===== src/rtl/cordic_pkg.sv =====
// ============================================================================
// Module   : cordic_pkg
// Purpose  : Shared Q2.10 constants, word type and atan table for the CORDIC
//            sine/cosine engine.
// Revision : 1.0 - initial release
// ============================================================================
`default_nettype none

package cordic_pkg;

  localparam int CORDIC_W         = 12;
  localparam int CORDIC_FRAC      = 10;
  localparam int CORDIC_KN        = 622;
  localparam int CORDIC_STEPS     = 11;
  localparam int CORDIC_KN_STAGES = 4;

  typedef logic signed [CORDIC_W-1:0] cordic_word_t;

  // atan(2^-i) in Q2.10, i = 0..10
  function automatic cordic_word_t cordic_atan(input int step);
    cordic_word_t v;
    case (step)
      0:       v = cordic_word_t'(804);
      1:       v = cordic_word_t'(475);
      2:       v = cordic_word_t'(251);
      3:       v = cordic_word_t'(127);
      4:       v = cordic_word_t'(64);
      5:       v = cordic_word_t'(32);
      6:       v = cordic_word_t'(16);
      7:       v = cordic_word_t'(8);
      8:       v = cordic_word_t'(4);
      9:       v = cordic_word_t'(2);
      10:      v = cordic_word_t'(1);
      default: v = '0;
    endcase
    return v;
  endfunction

endpackage

`default_nettype wire


===== src/rtl/cordic_step_kn_if.sv =====
// ============================================================================
// Module   : cordic_step_kn_if
// Purpose  : Data bundle carried between CORDIC stages (vector, angle, target).
// Revision : 1.0 - initial release
// ============================================================================
`default_nettype none

interface cordic_step_kn_if
  import cordic_pkg::*;
#(
  parameter int W = CORDIC_W
);
  logic signed [W-1:0] sin_in;
  logic signed [W-1:0] cos_in;
  logic signed [W-1:0] angle_in;
  logic signed [W-1:0] t_angle_in;
  logic signed [W-1:0] atan;
  logic signed [W-1:0] sin_out;
  logic signed [W-1:0] cos_out;
  logic signed [W-1:0] angle_out;
  logic signed [W-1:0] t_angle_out;

  modport master (
    output sin_in, cos_in, angle_in, t_angle_in, atan,
    input  sin_out, cos_out, angle_out, t_angle_out
  );

  modport slave (
    input  sin_in, cos_in, angle_in, t_angle_in, atan,
    output sin_out, cos_out, angle_out, t_angle_out
  );
endinterface

`default_nettype wire


===== src/rtl/kn_mul.sv =====
// ============================================================================
// Module   : kn_mul
// Purpose  : 4-stage Kn gain pipeline for one channel: input, product,
//            shift, saturate. Macro CORDIC_KN_ROUND_EN selects half-up rounding.
// Revision : 1.0 - initial release
// ============================================================================
`default_nettype none

module kn_mul
  import cordic_pkg::*;
#(
  parameter int W    = CORDIC_W,
  parameter int KN   = CORDIC_KN,
  parameter int FRAC = CORDIC_FRAC
) (
  input  logic                clock,
  input  logic                reset,
  input  logic                ce,
  input  logic signed [W-1:0] x,
  output logic signed [W-1:0] y
);

  localparam int PW = 2 * W;
  localparam logic signed [PW-1:0] KN_EXT  = PW'(KN);
  localparam logic signed [PW-1:0] SAT_MAX = PW'((1 << (W - 1)) - 1);
  localparam logic signed [PW-1:0] SAT_MIN = PW'(-(1 << (W - 1)));
`ifdef CORDIC_KN_ROUND_EN
  localparam logic signed [PW-1:0] RND     = PW'(1 << (FRAC - 1));
`else
  localparam logic signed [PW-1:0] RND     = '0;
`endif

  logic signed [W-1:0]  r_x;
  logic signed [PW-1:0] r_p;
  logic signed [PW-1:0] r_r;
  logic signed [W-1:0]  r_y;

  logic signed [PW-1:0] w_prod;
  logic signed [PW-1:0] w_shift;
  logic signed [W-1:0]  w_sat;

  assign w_prod  = PW'(r_x) * KN_EXT;
  assign w_shift = (r_p + RND) >>> FRAC;

  always_comb begin
    w_sat = r_r[W-1:0];
    if (r_r > SAT_MAX) begin
      w_sat = SAT_MAX[W-1:0];
    end else if (r_r < SAT_MIN) begin
      w_sat = SAT_MIN[W-1:0];
    end
  end

  always_ff @(posedge clock or negedge reset) begin
    if (!reset) begin
      r_x <= '0;
      r_p <= '0;
      r_r <= '0;
      r_y <= '0;
    end else if (ce) begin
      r_x <= x;
      r_p <= w_prod;
      r_r <= w_shift;
      r_y <= w_sat;
    end
  end

  assign y = r_y;

endmodule

`default_nettype wire


===== src/rtl/cordic_step_kn.sv =====
// ============================================================================
// Module   : cordic_step_kn
// Purpose  : One rotation-mode CORDIC micro-rotation; with SCALE=1 appends the
//            Kn gain pipeline (rounding via macro CORDIC_KN_ROUND_EN).
// Revision : 1.0 - initial release
// ============================================================================
`default_nettype none

module cordic_step_kn
  import cordic_pkg::*;
#(
  parameter int W     = CORDIC_W,
  parameter int STEP  = 0,
  parameter int SCALE = 0,
  parameter int KN    = CORDIC_KN
) (
  input  logic             clock,
  input  logic             reset,
  input  logic             ce,
  cordic_step_kn_if.slave  bus
);

  logic signed [W-1:0] w_sin;
  logic signed [W-1:0] w_cos;
  logic signed [W-1:0] w_sin_sh;
  logic signed [W-1:0] w_cos_sh;
  logic                w_dir_pos;
  logic signed [W-1:0] w_cos_nxt;
  logic signed [W-1:0] w_sin_nxt;
  logic signed [W-1:0] w_ang_nxt;

  logic signed [W-1:0] r_cos;
  logic signed [W-1:0] r_sin;
  logic signed [W-1:0] r_ang;
  logic signed [W-1:0] r_tang;

  assign w_sin     = $signed(bus.sin_in);
  assign w_cos     = $signed(bus.cos_in);
  assign w_sin_sh  = w_sin >>> STEP;
  assign w_cos_sh  = w_cos >>> STEP;
  // Equality rotates clockwise so a converged angle keeps oscillating symmetrically
  assign w_dir_pos = $signed(bus.angle_in) < $signed(bus.t_angle_in);

  assign w_cos_nxt = w_dir_pos ? (w_cos - w_sin_sh) : (w_cos + w_sin_sh);
  assign w_sin_nxt = w_dir_pos ? (w_sin + w_cos_sh) : (w_sin - w_cos_sh);
  assign w_ang_nxt = w_dir_pos ? ($signed(bus.angle_in) + $signed(bus.atan))
                               : ($signed(bus.angle_in) - $signed(bus.atan));

  always_ff @(posedge clock or negedge reset) begin
    if (!reset) begin
      r_cos  <= '0;
      r_sin  <= '0;
      r_ang  <= '0;
      r_tang <= '0;
    end else if (ce) begin
      r_cos  <= w_cos_nxt;
      r_sin  <= w_sin_nxt;
      r_ang  <= w_ang_nxt;
      r_tang <= bus.t_angle_in;
    end
  end

  generate
    if (SCALE != 0) begin : g_scale
      logic signed [W-1:0] r_ang_dly  [CORDIC_KN_STAGES];
      logic signed [W-1:0] r_tang_dly [CORDIC_KN_STAGES];

      kn_mul #(.W(W), .KN(KN), .FRAC(CORDIC_FRAC)) u_kn_sin (
        .clock (clock),
        .reset (reset),
        .ce    (ce),
        .x     (r_sin),
        .y     (bus.sin_out)
      );

      kn_mul #(.W(W), .KN(KN), .FRAC(CORDIC_FRAC)) u_kn_cos (
        .clock (clock),
        .reset (reset),
        .ce    (ce),
        .x     (r_cos),
        .y     (bus.cos_out)
      );

      // Angles ride a matching delay line so they stay aligned with sin/cos
      always_ff @(posedge clock or negedge reset) begin
        if (!reset) begin
          for (int i = 0; i < CORDIC_KN_STAGES; i++) begin
            r_ang_dly[i]  <= '0;
            r_tang_dly[i] <= '0;
          end
        end else if (ce) begin
          r_ang_dly[0]  <= r_ang;
          r_tang_dly[0] <= r_tang;
          for (int i = 1; i < CORDIC_KN_STAGES; i++) begin
            r_ang_dly[i]  <= r_ang_dly[i-1];
            r_tang_dly[i] <= r_tang_dly[i-1];
          end
        end
      end

      assign bus.angle_out   = r_ang_dly[CORDIC_KN_STAGES-1];
      assign bus.t_angle_out = r_tang_dly[CORDIC_KN_STAGES-1];
    end else begin : g_noscale
      assign bus.sin_out     = r_sin;
      assign bus.cos_out     = r_cos;
      assign bus.angle_out   = r_ang;
      assign bus.t_angle_out = r_tang;
    end
  endgenerate

endmodule

`default_nettype wire


===== src/flat_wrapper.sv =====
// flat-port wrapper written by rule: the top's interface ports become plain ports
module cordic_step_kn_flat import cordic_pkg::*;
#(
  parameter int W     = CORDIC_W,
  parameter int STEP  = 0,
  parameter int SCALE = 0,
  parameter int KN    = CORDIC_KN
)
  (clock, reset, ce, bus_sin_in, bus_cos_in, bus_angle_in, bus_t_angle_in, bus_atan, bus_sin_out, bus_cos_out, bus_angle_out, bus_t_angle_out);
  cordic_step_kn_if #(.W(W)) bus_i ();
  input  logic clock;
  input  logic reset;
  input  logic ce;
  input wire logic [$bits(bus_i.sin_in)-1:0] bus_sin_in;
  input wire logic [$bits(bus_i.cos_in)-1:0] bus_cos_in;
  input wire logic [$bits(bus_i.angle_in)-1:0] bus_angle_in;
  input wire logic [$bits(bus_i.t_angle_in)-1:0] bus_t_angle_in;
  input wire logic [$bits(bus_i.atan)-1:0] bus_atan;
  output wire logic [$bits(bus_i.sin_out)-1:0] bus_sin_out;
  output wire logic [$bits(bus_i.cos_out)-1:0] bus_cos_out;
  output wire logic [$bits(bus_i.angle_out)-1:0] bus_angle_out;
  output wire logic [$bits(bus_i.t_angle_out)-1:0] bus_t_angle_out;
  assign bus_i.sin_in = bus_sin_in;
  assign bus_i.cos_in = bus_cos_in;
  assign bus_i.angle_in = bus_angle_in;
  assign bus_i.t_angle_in = bus_t_angle_in;
  assign bus_i.atan = bus_atan;
  assign bus_sin_out = bus_i.sin_out;
  assign bus_cos_out = bus_i.cos_out;
  assign bus_angle_out = bus_i.angle_out;
  assign bus_t_angle_out = bus_i.t_angle_out;
  cordic_step_kn #(.W(W), .STEP(STEP), .SCALE(SCALE), .KN(KN)) u_core (.clock(clock), .reset(reset), .ce(ce), .bus(bus_i));
endmodule

===== config.mk =====
export PLATFORM = sky130hd
export DESIGN_NAME = cordic_step_kn_flat
export DESIGN_NICKNAME = d
export VERILOG_FILES = /design/src/rtl/cordic_pkg.sv /design/src/rtl/cordic_step_kn_if.sv /design/src/rtl/kn_mul.sv /design/src/rtl/cordic_step_kn.sv /design/src/flat_wrapper.sv
export SDC_FILE = /design/constraint.sdc
export NUM_CORES = 1
export LEC_CHECK = 0
export CAP_MARGIN = 20
export CELL_PAD_IN_SITES_DETAIL_PLACEMENT = 1
export CELL_PAD_IN_SITES_GLOBAL_PLACEMENT = 2
export CORE_MARGIN = 5
export CORE_UTILIZATION = 27
export DETAILED_ROUTE_END_ITERATION = 8
export PLACE_DENSITY_LB_ADDON = 0.1
export SYNTH_ARGS = -nofsm -noshare
export SYNTH_HDL_FRONTEND = slang
export SYNTH_HIERARCHICAL = 1
export SYNTH_SLANG_ARGS = --single-unit

===== constraint.sdc =====
create_clock -name clock -period 0.8 [get_ports clock]
set_input_delay 0.12 -clock clock [delete_from_list [all_inputs] [get_ports clock]]
set_output_delay 0.12 -clock clock [all_outputs]
set_load 0.02 [all_outputs]

==> results.toml, run 1 <==
[floorplanning]
coreArea_um2 = 16000
start_util_pct = 27.7
die-area_um2 = 19100
io_pins = 111
die_y_um = 138
fp.dieW_um = 138
rows = 46

[route]
wl_mm = 16.3
drc = 0
dr.pass1.iters = 4
vias = 4642
wire_per_inst_um = 16.4
viasPerCell = 4.67
drt_iter0_drc = 97
ant_nets = 0

[cts]
cts_sinks = 47
cts-root-buf = "clkbuf_16"
htree_levels = 2
clkLatencyLatePin_ns = 0.29
numCtsBuffers = 5
cts_tree = "done"
clkTransAtPathRegs_ns = 0.06
clockBufferDepth = 2

[logic_synthesis]
synthTopCellsByArea = "dfrtp_1 (27%), ha_1 (16%), mux2_2 (6.3%)"
synth_most_common_cell = "ha_1"
synth_common_cells = "ha_1 (56), inv_1 (49), dfrtp_1 (47)"
synthCells = 489
ys_async_sr_fraction_pct = 100
synth_fp_nets = 612
ys_ff_latch = 47
ys.flop_type = "dfrtp_1"
seq_area_frac_synth_pct = 26.5
yosysTopAreaCellShare_pct = 26.5
synth-warning-count = 6
postSynthAreaPerCell_um2 = 9.08
synth_edf_count = 0
synth_top_area_cell = "dfrtp_1"
syn-cell-area_um2 = 4440
ys_types = 54

[sta]
slew_violations = 0
worst_slew_pin_slew_ns = 0.545
clock.fmax_mhz = 293
hold_violations = 0
min_period_ns = 3.42
clock-skew-final_ns = 0
relSlewSlack_pct = 63.4
timing.final.ws_setup_ns = -2.62
setup_viol = 86
rsz0062_at_grt = "yes"
fin_crit_sh_pct = 427
tns_ns = -60.76

[global_routing]
grt-ovfl-total = 0
track_usage_pct = 16.4
first_global_vias = 5294
grt_pass1_wl_mm = 26.4
grt_max_degree = 48
antenna_found_initial = 0

[place]
io_buffers = 110
gp_congestion = 0.856
post-dp-hpwl_mm = 12.3
post-place-cells = 951

[power_and_ir_drop]
p_total_mw = 15.1
p_leak_nw = 3.89
ir_worst_vdd_v = 0.000904
power_density_nw_per_um2 = 1820

[layout]
area_growth_pct = 87.6
fillers = 1803
final_cells = 994
antenna_cells = 0
fin_nets = 900
drive_above_1_share_pct = 55.3

[setup_path]
cp.arrival_ns = 3.58
cp.required_ns = 0.96
cp_max_fo = 5
endpoint = "u_core/bus.angle_out[11]"
reg2regPathDepth = 2
startpoint = "bus_t_angle_in[3]"
end_kind = "flip-flop"
r2r-start = "u_core/bus.angle_out[8]"
startpoint_type = "input port"
r2r-end = "u_core/bus.angle_out[8]"
reg2reg_slack_ns = -0.13
critical_path_class = "in2reg"

[job]
maxCapViolations = 0

[run_status]
violations = "negative setup slack"
outcome = "finished with violations"

[hold_path]
min_from = "bus_t_angle_in[9]"
min_path_cells = 2
hp-class = "in2reg"
[cell usage in the layout, fill, tap and decap left out, types with 4 or more instances in the layout]
| cell | instances |
|---|---|
| mux2i_2 | 8 |
| o211ai_1 | 6 |
| a21oi_1 | 33 |
| nor2_2 | 4 |
| a21oi_2 | 7 |
| a31oi_1 | 6 |
| o21ai_0 | 6 |
| clkdlybuf4s50_1 | 15 |
| o31ai_1 | 5 |
| dlygate4sd2_1 | 19 |
| dfrtp_1 | 34 |
| mux2_4 | 24 |
| o21ai_1 | 4 |
| inv_1 | 31 |
| inv_2 | 15 |
| nand3_1 | 5 |
| clkdlybuf4s15_2 | 6 |
| buf_6 | 73 |
| nor2_1 | 34 |
| clkbuf_16 | 5 |
| dfrtp_2 | 13 |
| nand2b_1 | 10 |
| xnor2_1 | 21 |
| a21o_1 | 14 |
| ha_4 | 24 |
| o21a_1 | 5 |
| mux2i_1 | 11 |
| buf_2 | 9 |
| nor3_1 | 6 |
| buf_4 | 171 |
| xor2_1 | 13 |
| xnor2_2 | 6 |
| ha_1 | 29 |
| nand2_1 | 12 |
[worst max-delay path, stage by stage]
cell and delay (ns):
buf_8 0.08, inv_4 0.03, ha_4 0.24, o21a_1 0.13, o211ai_1 0.19, o31ai_4 0.38
mux2i_4 0.37, buf_6 0.15, nor2_4 0.03, xor2_1 0.15, ha_1 0.33, o211ai_1 0.13
o21ai_2 0.21, o2111ai_2 0.17, a31oi_2 0.27, buf_4 0.17, nor3_1 0.07, nor4_4 0.25
nand3_1 0.10
[sequential cells by signal (all words and copies together) (netlist names)]
name                    flops
u_core/bus.t_angle_out     12
u_core/bus.cos_out         11
u_core/bus.sin_out         12
u_core/bus.angle_out       12
[routing by layer]
metal	up-vias	part of all wire, %	global-route usage, %
met3	13	2.1	1.69
met4	0	1.3	4.32
met1	2264	43	19.3
li1	2279	-	-
met2	86	54	31.5
met5	-	0	0
[where the power goes]
group	leakage (nW)	total [mW]	internal, mW	switching (mW)
Clock	0.0771	2.42	1.48	0.944
Sequential	0.527	3.50	3.00	0.494
Combinational	3.29	9.20	5.12	4.08
[area by class of cell]
cell class | count | area, µm² | area share, %
flip-flops and latches | 47 | 1190 | 14.3
clock inverters | 2 | 37.5 | 0.451
well taps | 216 | 270 | 3.25
repair buffers | 304 | 2670 | 32.1
multi-input cells | 370 | 3820 | 45.9
inverters | 49 | 201 | 2.42
clock buffers | 6 | 129 | 1.55
[metrics by stage]
step                      cell area [µm²]  hold WS (ns)  util [%]  setup slack, ns
after floorplan                      4790        -0.176         -            -2.89
after global routing                 8330        0.0483      52.0            -2.76
after CTS                            8050        0.0429      50.3            -2.54
after detailed placement             7130         0.133      44.6            -3.44
final                                8330        0.0513      52.0            -2.62
after global placement               7130         0.129      44.6            -3.31
[worst min path at each step]
stage,to,slack (ns)
CTS,u_core/bus.t_angle_out[2],0.04
global placement,u_core/bus.t_angle_out[8],0.13
global route,u_core/bus.t_angle_out[9],0.05
detailed placement,u_core/bus.t_angle_out[8],0.13
finish,u_core/bus.t_angle_out[9],0.05
floorplan,u_core/bus.angle_out[0],-0.18
[timing repair]
item                                   CTS  global route
buffers inserted                        25            14
setup endpoints to repair               83            94
pin swaps                               61            34
hold buffers                             1             0
endpoints found under the hold margin   47             0
resized for setup                      487            57
[cell families (layout without fill, tap and decap cells)]
group	after synthesis	after routing	synth area share, %
compound gates	117	117	17.6
xor+xnor	42	42	8.29
fa+ha+maj	60	60	17.6
buf+inv	72	361	6.71
flops	47	47	26.5
mux	46	46	11.3
simple gates	105	105	12.1
No activity file was read; power rests on OpenSTA's default activity.
==> run 2: changes to the inputs <==
CORE_ASPECT_RATIO = 1.5   (was not set)
==> run 2 against run 1 <==
  * The run still ends with negative setup slack left
  * Die area rose by 0.28%
  * Sequential cell count unchanged
  * Final cell count unchanged
  * Sequential share of layout area is 0.31 points lower
  * Hold slack worse by 0.0046 ns
  * First-iteration DRC count is 20% lower
  * Cell area increased by 2.2%
  * Via count increased by 1.9%
  * Critical path depth unchanged
  * Non-clock buffer count increased by 10
  * Routed wire length up 4.8%
==> results.toml, run 2 (synthesis results as in run 1) <==
[place]
post-place-cells = 935
place_ws_ns = -3.57
post-dp-hpwl_mm = 12.8
gp_congestion = 0.855
io_buffers = 110

[route]
drt_iter0_drc = 78
wl_mm = 17.1
viasPerCell = 4.76
top_layer = "met4"
met1Wirelength_mm = 6.33
ant_nets = 0
dr.pass1.iters = 4
wire_per_inst_um = 17.2
drc = 0
wl_met3_um = 527
vias = 4728
met2WireLength_mm = 9.81

[layout]
drive_above_1_share_pct = 56.0
antenna_cells = 0
mostFrequentLayoutCells = "buf_4 (173), buf_6 (81), a21oi_1 (37), inv_1 (34), dfrtp_1 (34)"
fin_nets = 910
fillers = 1767
final_common_cell = "buf_4"
final_cells = 994
area_growth_pct = 91.8

[setup_path]
cp_slowest_cell = "ha_1"
cp.required_ns = 0.97
cp.arrival_ns = 3.58
crit_chain = "buf_4 -> ha_4 -> and4_4 -> nand3_4 -> o31ai_4 -> buf_6 -> mux2i_4 -> buf_6 -> nor2_2 -> xor2_1 -> ha_1 -> o211ai_1 -> o21ai_2 -> o2111ai_2 -> a31oi_2 -> buf_4 -> nor3_4 -> nor4_2 -> nand3_1"
critical_path_class = "in2reg"
cp_max_fo = 4
startpoint_type = "input port"
end_kind = "flip-flop"
crit_path_max_incr_delay_ns = 0.32

[floorplanning]
die_y_um = 167
start_util_pct = 27.4
io_pins = 111
rows = 57
coreArea_um2 = 16200
die-area_um2 = 19200
fp.dieW_um = 115

[sta]
slew_violations = 0
clock-skew-final_ns = 0
clock.fmax_mhz = 294
hold_violations = 0
rsz0062_at_grt = "yes"
worst_slew_pin_slew_ns = 0.487
fin_crit_sh_pct = 426
min_period_ns = 3.41
timing.final.ws_setup_ns = -2.61
whs_ns = 0.0467
tns_ns = -63.33
setup_viol = 85
relSlewSlack_pct = 67.3

[run_status]
outcome = "finished with violations"
violations = "negative setup slack"

[global_routing]
grt-ovfl-total = 0
grt_pass1_wl_mm = 26.7
first_global_vias = 5287
track_usage_pct = 17.3
grt_max_degree = 48
antenna_found_initial = 0

[cts]
cts_tree = "done"
cts_sinks = 47
htree_levels = 2
clkTransAtPathRegs_ns = 0.07
cts-root-buf = "clkbuf_16"
clockBufferDepth = 2
clkLatencyLatePin_ns = 0.29
numCtsBuffers = 5

[hold_path]
hp-class = "in2reg"

[power_and_ir_drop]
p_leak_nw = 3.99
power_density_nw_per_um2 = 1850
ir_worst_vdd_v = 0.00116
p_total_mw = 15.8

[job]
maxCapViolations = 0
## run 2: final cells by class
type	count	area (µm²)	area share, %
clock buffer	6	129	1.51
clock inverter	2	60.1	0.706
inverter	49	201	2.37
multi-input combinational	370	3820	44.9
sequential	47	1190	14.0
tap	206	258	3.03
timing repair buffer	314	2850	33.5
## run 2: worst paths after layout
check / startpoint / endpoint / slack, ns / cells past startpoint
hold reg to reg: u_core/bus.t_angle_out[0] / u_core/bus.t_angle_out[0] / 0.53 / 1
min in group asynchronous: reset / u_core/bus.t_angle_out[8] / 0.33 / 3
hold / removal: bus_t_angle_in[8] / u_core/bus.t_angle_out[8] / 0.05 / 2
setup / recovery: bus_angle_in[8] / u_core/bus.angle_out[11] / -2.61 / 19
setup reg to reg: u_core/bus.cos_out[5] / u_core/bus.cos_out[5] / -0.12 / 2
max in group asynchronous: reset / u_core/bus.t_angle_out[3] / 0.19 / 3
## run 2: repair_timing
action,in CTS,in global routing
pin swaps,68,37
hold buffers,1,0
gates resized for setup,529,51
endpoints found under the setup margin,84,93
endpoints found under the hold margin,47,0
buffers inserted,32,24
gates cloned,0,0
## run 2: stage by stage
step	area, µm²	util (%)
6_report	8510	52.6
5_1_grt	8510	52.6
4_1_cts	8160	50.4
3_5_place_dp	7110	43.9
3_3_place_gp	7110	43.9
2_1_floorplan	4790	-
## run 2: power breakdown
part           leakage (nW)  switching, mW  internal (mW)
combinational          3.37           4.14           5.30
sequential            0.527          0.525           3.00
clock                0.0911           1.01           1.80
total                  3.99           5.68           10.1
## run 2: worst max-delay path, delay by kind of cell
family | cells | cell delay, ns
buf+inv | 4 | 0.61
simple gates | 6 | 0.78
compound gates | 5 | 1.06
xor+xnor | 1 | 0.14
mux | 1 | 0.30
fa+ha+maj | 2 | 0.57
## run 2: layer usage
layer  up-vias  global-route usage [%]
li1       2300                       -
met1      2302                    18.4
met2        98                    34.4
met3        28                    1.89
met4         0                    5.32
met5         -                       0
